## src/rtl/vis_frame_sequencer.sv

```systemverilog
// Visibility datapath sequencer: tracks ping-pong IQ bank occupancy and sweeps
// read address / time slot over each full bank, then drains and releases it.
module vis_frame_sequencer #(
  parameter int COUNT = 15,
  parameter int ADDR  = 4,
  parameter int TRATE = 30,
  parameter int TBITS = 5,
  parameter int DRAIN = 4,
  parameter int DBITS = 3
) (
  input  logic             clock_i,
  input  logic             reset_i,
  input  logic             enable_i,
  input  logic             clear_i,
  input  logic             bank_rdy_i,
  output logic             bank_free_o,
  output logic             rd_en_o,
  output logic             rd_bank_o,
  output logic [ADDR-1:0]  rd_addr_o,
  output logic [TBITS-1:0] slot_o,
  output logic             cor_enable_o,
  output logic             cor_first_o,
  output logic             cor_last_o,
  output logic             frame_o,
  output logic             busy_o,
  output logic [1:0]       full_o,
  output logic             overrun_o
);

  localparam logic [1:0] S_IDLE    = 2'd0;
  localparam logic [1:0] S_RUN     = 2'd1;
  localparam logic [1:0] S_DRAIN   = 2'd2;
  localparam logic [1:0] S_RELEASE = 2'd3;

  localparam logic [ADDR-1:0]  ADDR_LAST  = ADDR'(COUNT - 1);
  localparam logic [TBITS-1:0] SLOT_LAST  = TBITS'(TRATE - 1);
  localparam logic [DBITS-1:0] DRAIN_LAST = DBITS'(DRAIN - 1);

  logic [1:0]       state_reg, state_next;
  logic [ADDR-1:0]  addr_reg, addr_next;
  logic [TBITS-1:0] slot_reg, slot_next;
  logic [DBITS-1:0] drain_reg, drain_next;
  logic             bank_reg, bank_next;
  logic [1:0]       full_reg, full_next;
  logic             overrun_reg, overrun_next;
  logic             cor_enable_reg, cor_first_reg, cor_last_reg;
  logic             reading, releasing, overrun_set;

  assign reading   = (state_reg == S_RUN);
  assign releasing = (state_reg == S_RELEASE);

  // Occupancy: a release and a completed bank in the same cycle cancel out.
  always_comb begin
    full_next = full_reg;
    case ({bank_rdy_i, releasing})
      2'b10:   full_next = (full_reg == 2'd2) ? 2'd2 : full_reg + 2'd1;
      2'b01:   full_next = full_reg - 2'd1;
      default: full_next = full_reg;
    endcase
  end

  assign overrun_set  = bank_rdy_i && !releasing && (full_reg == 2'd2);
  assign overrun_next = overrun_set ? 1'b1 : (clear_i ? 1'b0 : overrun_reg);

  always_comb begin
    state_next = state_reg;
    addr_next  = addr_reg;
    slot_next  = slot_reg;
    drain_next = drain_reg;
    bank_next  = bank_reg;
    case (state_reg)
      S_IDLE: begin
        if ((full_reg != 2'd0) && enable_i) state_next = S_RUN;
      end
      S_RUN: begin
        if (addr_reg == ADDR_LAST) begin
          addr_next = '0;
          if (slot_reg == SLOT_LAST) begin
            slot_next  = '0;
            state_next = S_DRAIN;
          end else begin
            slot_next = slot_reg + TBITS'(1);
          end
        end else begin
          addr_next = addr_reg + ADDR'(1);
        end
      end
      S_DRAIN: begin
        if (drain_reg == DRAIN_LAST) begin
          drain_next = '0;
          state_next = S_RELEASE;
        end else begin
          drain_next = drain_reg + DBITS'(1);
        end
      end
      S_RELEASE: begin
        bank_next  = ~bank_reg;
        // Uses post-release occupancy so a queued bank starts without an IDLE cycle.
        state_next = ((full_next != 2'd0) && enable_i) ? S_RUN : S_IDLE;
      end
      default: state_next = S_IDLE;
    endcase
  end

  always_ff @(posedge clock_i or posedge reset_i) begin
    if (reset_i) begin
      state_reg      <= S_IDLE;
      addr_reg       <= '0;
      slot_reg       <= '0;
      drain_reg      <= '0;
      bank_reg       <= 1'b0;
      full_reg       <= 2'd0;
      overrun_reg    <= 1'b0;
      cor_enable_reg <= 1'b0;
      cor_first_reg  <= 1'b0;
      cor_last_reg   <= 1'b0;
    end else begin
      state_reg      <= state_next;
      addr_reg       <= addr_next;
      slot_reg       <= slot_next;
      drain_reg      <= drain_next;
      bank_reg       <= bank_next;
      full_reg       <= full_next;
      overrun_reg    <= overrun_next;
      cor_enable_reg <= reading;
      cor_first_reg  <= reading && (addr_reg == '0);
      cor_last_reg   <= reading && (addr_reg == ADDR_LAST);
    end
  end

  assign bank_free_o  = releasing;
  assign rd_en_o      = reading;
  assign rd_bank_o    = bank_reg;
  assign rd_addr_o    = addr_reg;
  assign slot_o       = slot_reg;
  assign cor_enable_o = cor_enable_reg;
  assign cor_first_o  = cor_first_reg;
  assign cor_last_o   = cor_last_reg;
  assign frame_o      = reading || (state_reg == S_DRAIN);
  assign busy_o       = (state_reg != S_IDLE);
  assign full_o       = full_reg;
  assign overrun_o    = overrun_reg;

endmodule

```

## config.mk

```make
export PLATFORM = sky130hd
export DESIGN_NAME = vis_frame_sequencer
export DESIGN_NICKNAME = d
export VERILOG_FILES = /design/src/rtl/vis_frame_sequencer.sv
export SDC_FILE = /design/constraint.sdc
export NUM_CORES = 1
export LEC_CHECK = 0
export BUFFER_PORTS_ARGS = -buffer_cell sky130_fd_sc_hd__buf_4
export CORE_MARGIN = 8
export CORE_UTILIZATION = 30
export DETAILED_ROUTE_END_ITERATION = 8
export GPL_TIMING_DRIVEN = 0
export HOLD_SLACK_MARGIN = 0.05
export PLACE_DENSITY_LB_ADDON = 0.3
export SYNTH_ARGS = -nofsm -noshare
export SYNTH_HDL_FRONTEND = slang
export SYNTH_SLANG_ARGS = --single-unit
```

## constraint.sdc

```tcl
create_clock -name clock_i -period 2.39 [get_ports clock_i]
set_input_delay 0.239 -clock clock_i [delete_from_list [all_inputs] [get_ports clock_i]]
set_output_delay 0.239 -clock clock_i [all_outputs]
set_load 0.03 [all_outputs]
```

==> results.json <==
{
  "vias": 877,
  "ir_worst_vdd_uv": 356,
  "crit_type": "reg -> reg",
  "crit_path_end_kind": "register",
  "port_buffers": 24,
  "place_area_um2": 1360,
  "min_period_over_period_pct": 84.4,
  "cts.repair.resized": 0,
  "cp-start-kind": "register",
  "cts_root_buf": "clkbuf_8",
  "share_seq_of_total_power_pct": 32.6,
  "drive_gt1_share_pct": 25.2,
  "fmax_ghz": 0.495,
  "core_area_um2": 3630,
  "die_h_um": 77.0,
  "dr.pass1.iters": 4,
  "power_density_nw_per_um2": 1340,
  "drc": 0,
  "cts_buffers": 3,
  "p_clk_share_pct": 12.3,
  "syn_nets": 127,
  "final_cells": 187,
  "synth.distinct_cells": 35,
  "wl_um": 2320,
  "syn_inst": 111,
  "die-area_um2": 5930,
  "syn_to_final_growth_pct": 25.5,
  "grt_pass1_wl_um": 4020,
  "track_usage_pct": 8.29,
  "combPwrFrac_pct": 55.1,
  "grt_max_degree": 22,
  "cap_violations": 0,
  "hp-class": "in -> async",
  "rsz0062_at_grt": "no",
  "path_clk_slew_ns": 0.07,
  "wire_per_inst_um": 12.4,
  "die_w_um": 77.0,
  "setup_viol": 0,
  "cts.sinks": 21,
  "finish.instance_area_um2": 1400,
  "num_io_pins": 25,
  "insertion_delay_ns": 0.26,
  "synth_edf_count": 0,
  "cp.required_ns": 2.58,
  "worstPathMaxFanout": 9,
  "outcome": "complete, no violations",
  "async_flop_share_pct": 100,
  "layout_common_cells": "buf_4, dfrtp_1, o21ai_0, inv_1, ha_1",
  "dp_hpwl_um": 1760,
  "p_leak_nw": 0.670,
  "rows": 22,
  "synth.avg_cell_area_um2": 10.1,
  "ctsHoldBuffers": 0,
  "placedCellCount": 183,
  "place.gp.congestion": 0.762,
  "fin_tns_setup_ns": 0,
  "htree_levels": 1,
  "start_util_pct": 30.8,
  "largest_register_ffs": 5,
  "drtIter0Drc": 13,
  "p_int_mw": 0.997,
  "switching_power_mw": 0.879,
  "grt_overflow": 0,
  "swShare_pct": 46.9,
  "synth-main-ff-cell": "dfrtp_1",
  "ant_nets": 0,
  "critPathArrivalTime_ns": 2.21,
  "antenna_found_initial": 0,
  "cts_tree": "yes",
  "postCtsSetupBuffers": 0,
  "period_minus_slack_ns": 2.02,
  "fin_nets": 156,
  "grt_pass1_vias": 872,
  "ys_ff_latch": 21,
  "synth-seq-area-share_pct": 47.0,
  "tightest_slew_ns": 0.776,
  "hold_viol_final": 0,
  "syn_area_um2": 1120,
  "final_common_cell": "buf_4",
  "max-slew-margin-rel_pct": 48.2,
  "vias_per_cell": 4.69,
  "fin_skew_ns": 0.00333,
  "diodes": 0,
  "slew_violations": 0,
  "yosys_warnings": 0,
  "clockBufferDepth": 2
}
## logic make-up (layout without fill, tap and decap cells)
logic type	Yosys count	in the layout	synth area share, %
compound gates	29	29	16.9
xor+xnor	2	2	1.57
fa+ha+maj	11	11	12.3
buf+inv	17	45	6.27
flops	21	21	47.0
mux	2	2	1.79
simple gates	29	29	14.1
## through the flow
step	utilization [%]	worst slack, ns	power (mW)	hold WS, ns
floorplan	-	0.349	1.32	0.216
global placement	37.4	0.447	1.63	0.430
detailed placement	37.4	0.393	1.66	0.439
CTS	38.6	0.360	1.90	0.151
global route	38.6	0.258	2.03	0.157
finish	38.6	0.372	1.88	0.120
## power by group through the flow
stage | clock network (mW) | logic, mW | registers, mW
after floorplan | 0 | 0.551 | 0.767
after detailed placement | 0 | 1.04 | 0.621
final | 0.230 | 1.03 | 0.611
after CTS | 0.241 | 1.05 | 0.614
after global placement | 0 | 1.02 | 0.611
after global routing | 0.255 | 1.15 | 0.634
## worst paths after layout
check / start / endpoint / slack (ns) / depth (start not counted)
setup / recovery: state_reg[1] / slot_o[1] / 0.37 / 8
setup reg to reg: state_reg[1] / slot_o[1] / 0.37 / 8
hold reg to reg: rd_bank_o / rd_bank_o / 0.48 / 1
max in group asynchronous: reset_i / cor_enable_o / 1.79 / 2
min in group clock_i: clear_i / overrun_o / 0.16 / 2
hold / removal: reset_i / drain_reg[2] / 0.12 / 2
## area by class of cell
class                      count  area (µm²)
sequential                    21         526
tap                           48        60.1
timing repair buffer          24         180
multi-input combinational     73         522
inverter                      14        53.8
fill                         397        2230
clock buffer                   4        45.0
buffer                         3        16.3
## cells in the mapped netlist (2+ instances only)
cell	number	share of area, %
a41oi_1	3	2.4
dfrtp_1	21	47
ha_1	11	12
inv_1	13	4.4
mux2i_1	2	1.8
nand2_1	7	2.4
nand2b_1	3	1.7
nand3_1	6	2.7
nand4_1	2	1.1
nor2_1	2	0.67
o211ai_1	2	1.3
o21ai_0	14	6.3
or2_2	2	1.1
or3_1	2	1.1
## layer usage
metal | share of wire, % | vias up | GRT usage (%)
met2 | 46 | 13 | 12.3
met5 | 0 | - | 0
li1 | - | 444 | -
met4 | 3.3 | 0 | 6.79
met1 | 46 | 415 | 9.85
met3 | 4.8 | 5 | 2.10
## worst max-delay path, stage by stage, from the launching register on
cell	delay [ns]
dfrtp_1	0.42
inv_1	0.14
ha_1	0.22
buf_4	0.18
inv_1	0.06
or3_1	0.36
buf_2	0.17
or3_1	0.34
o21ai_2	0.07
Note: power is estimated with default switching activity, not from simulation.
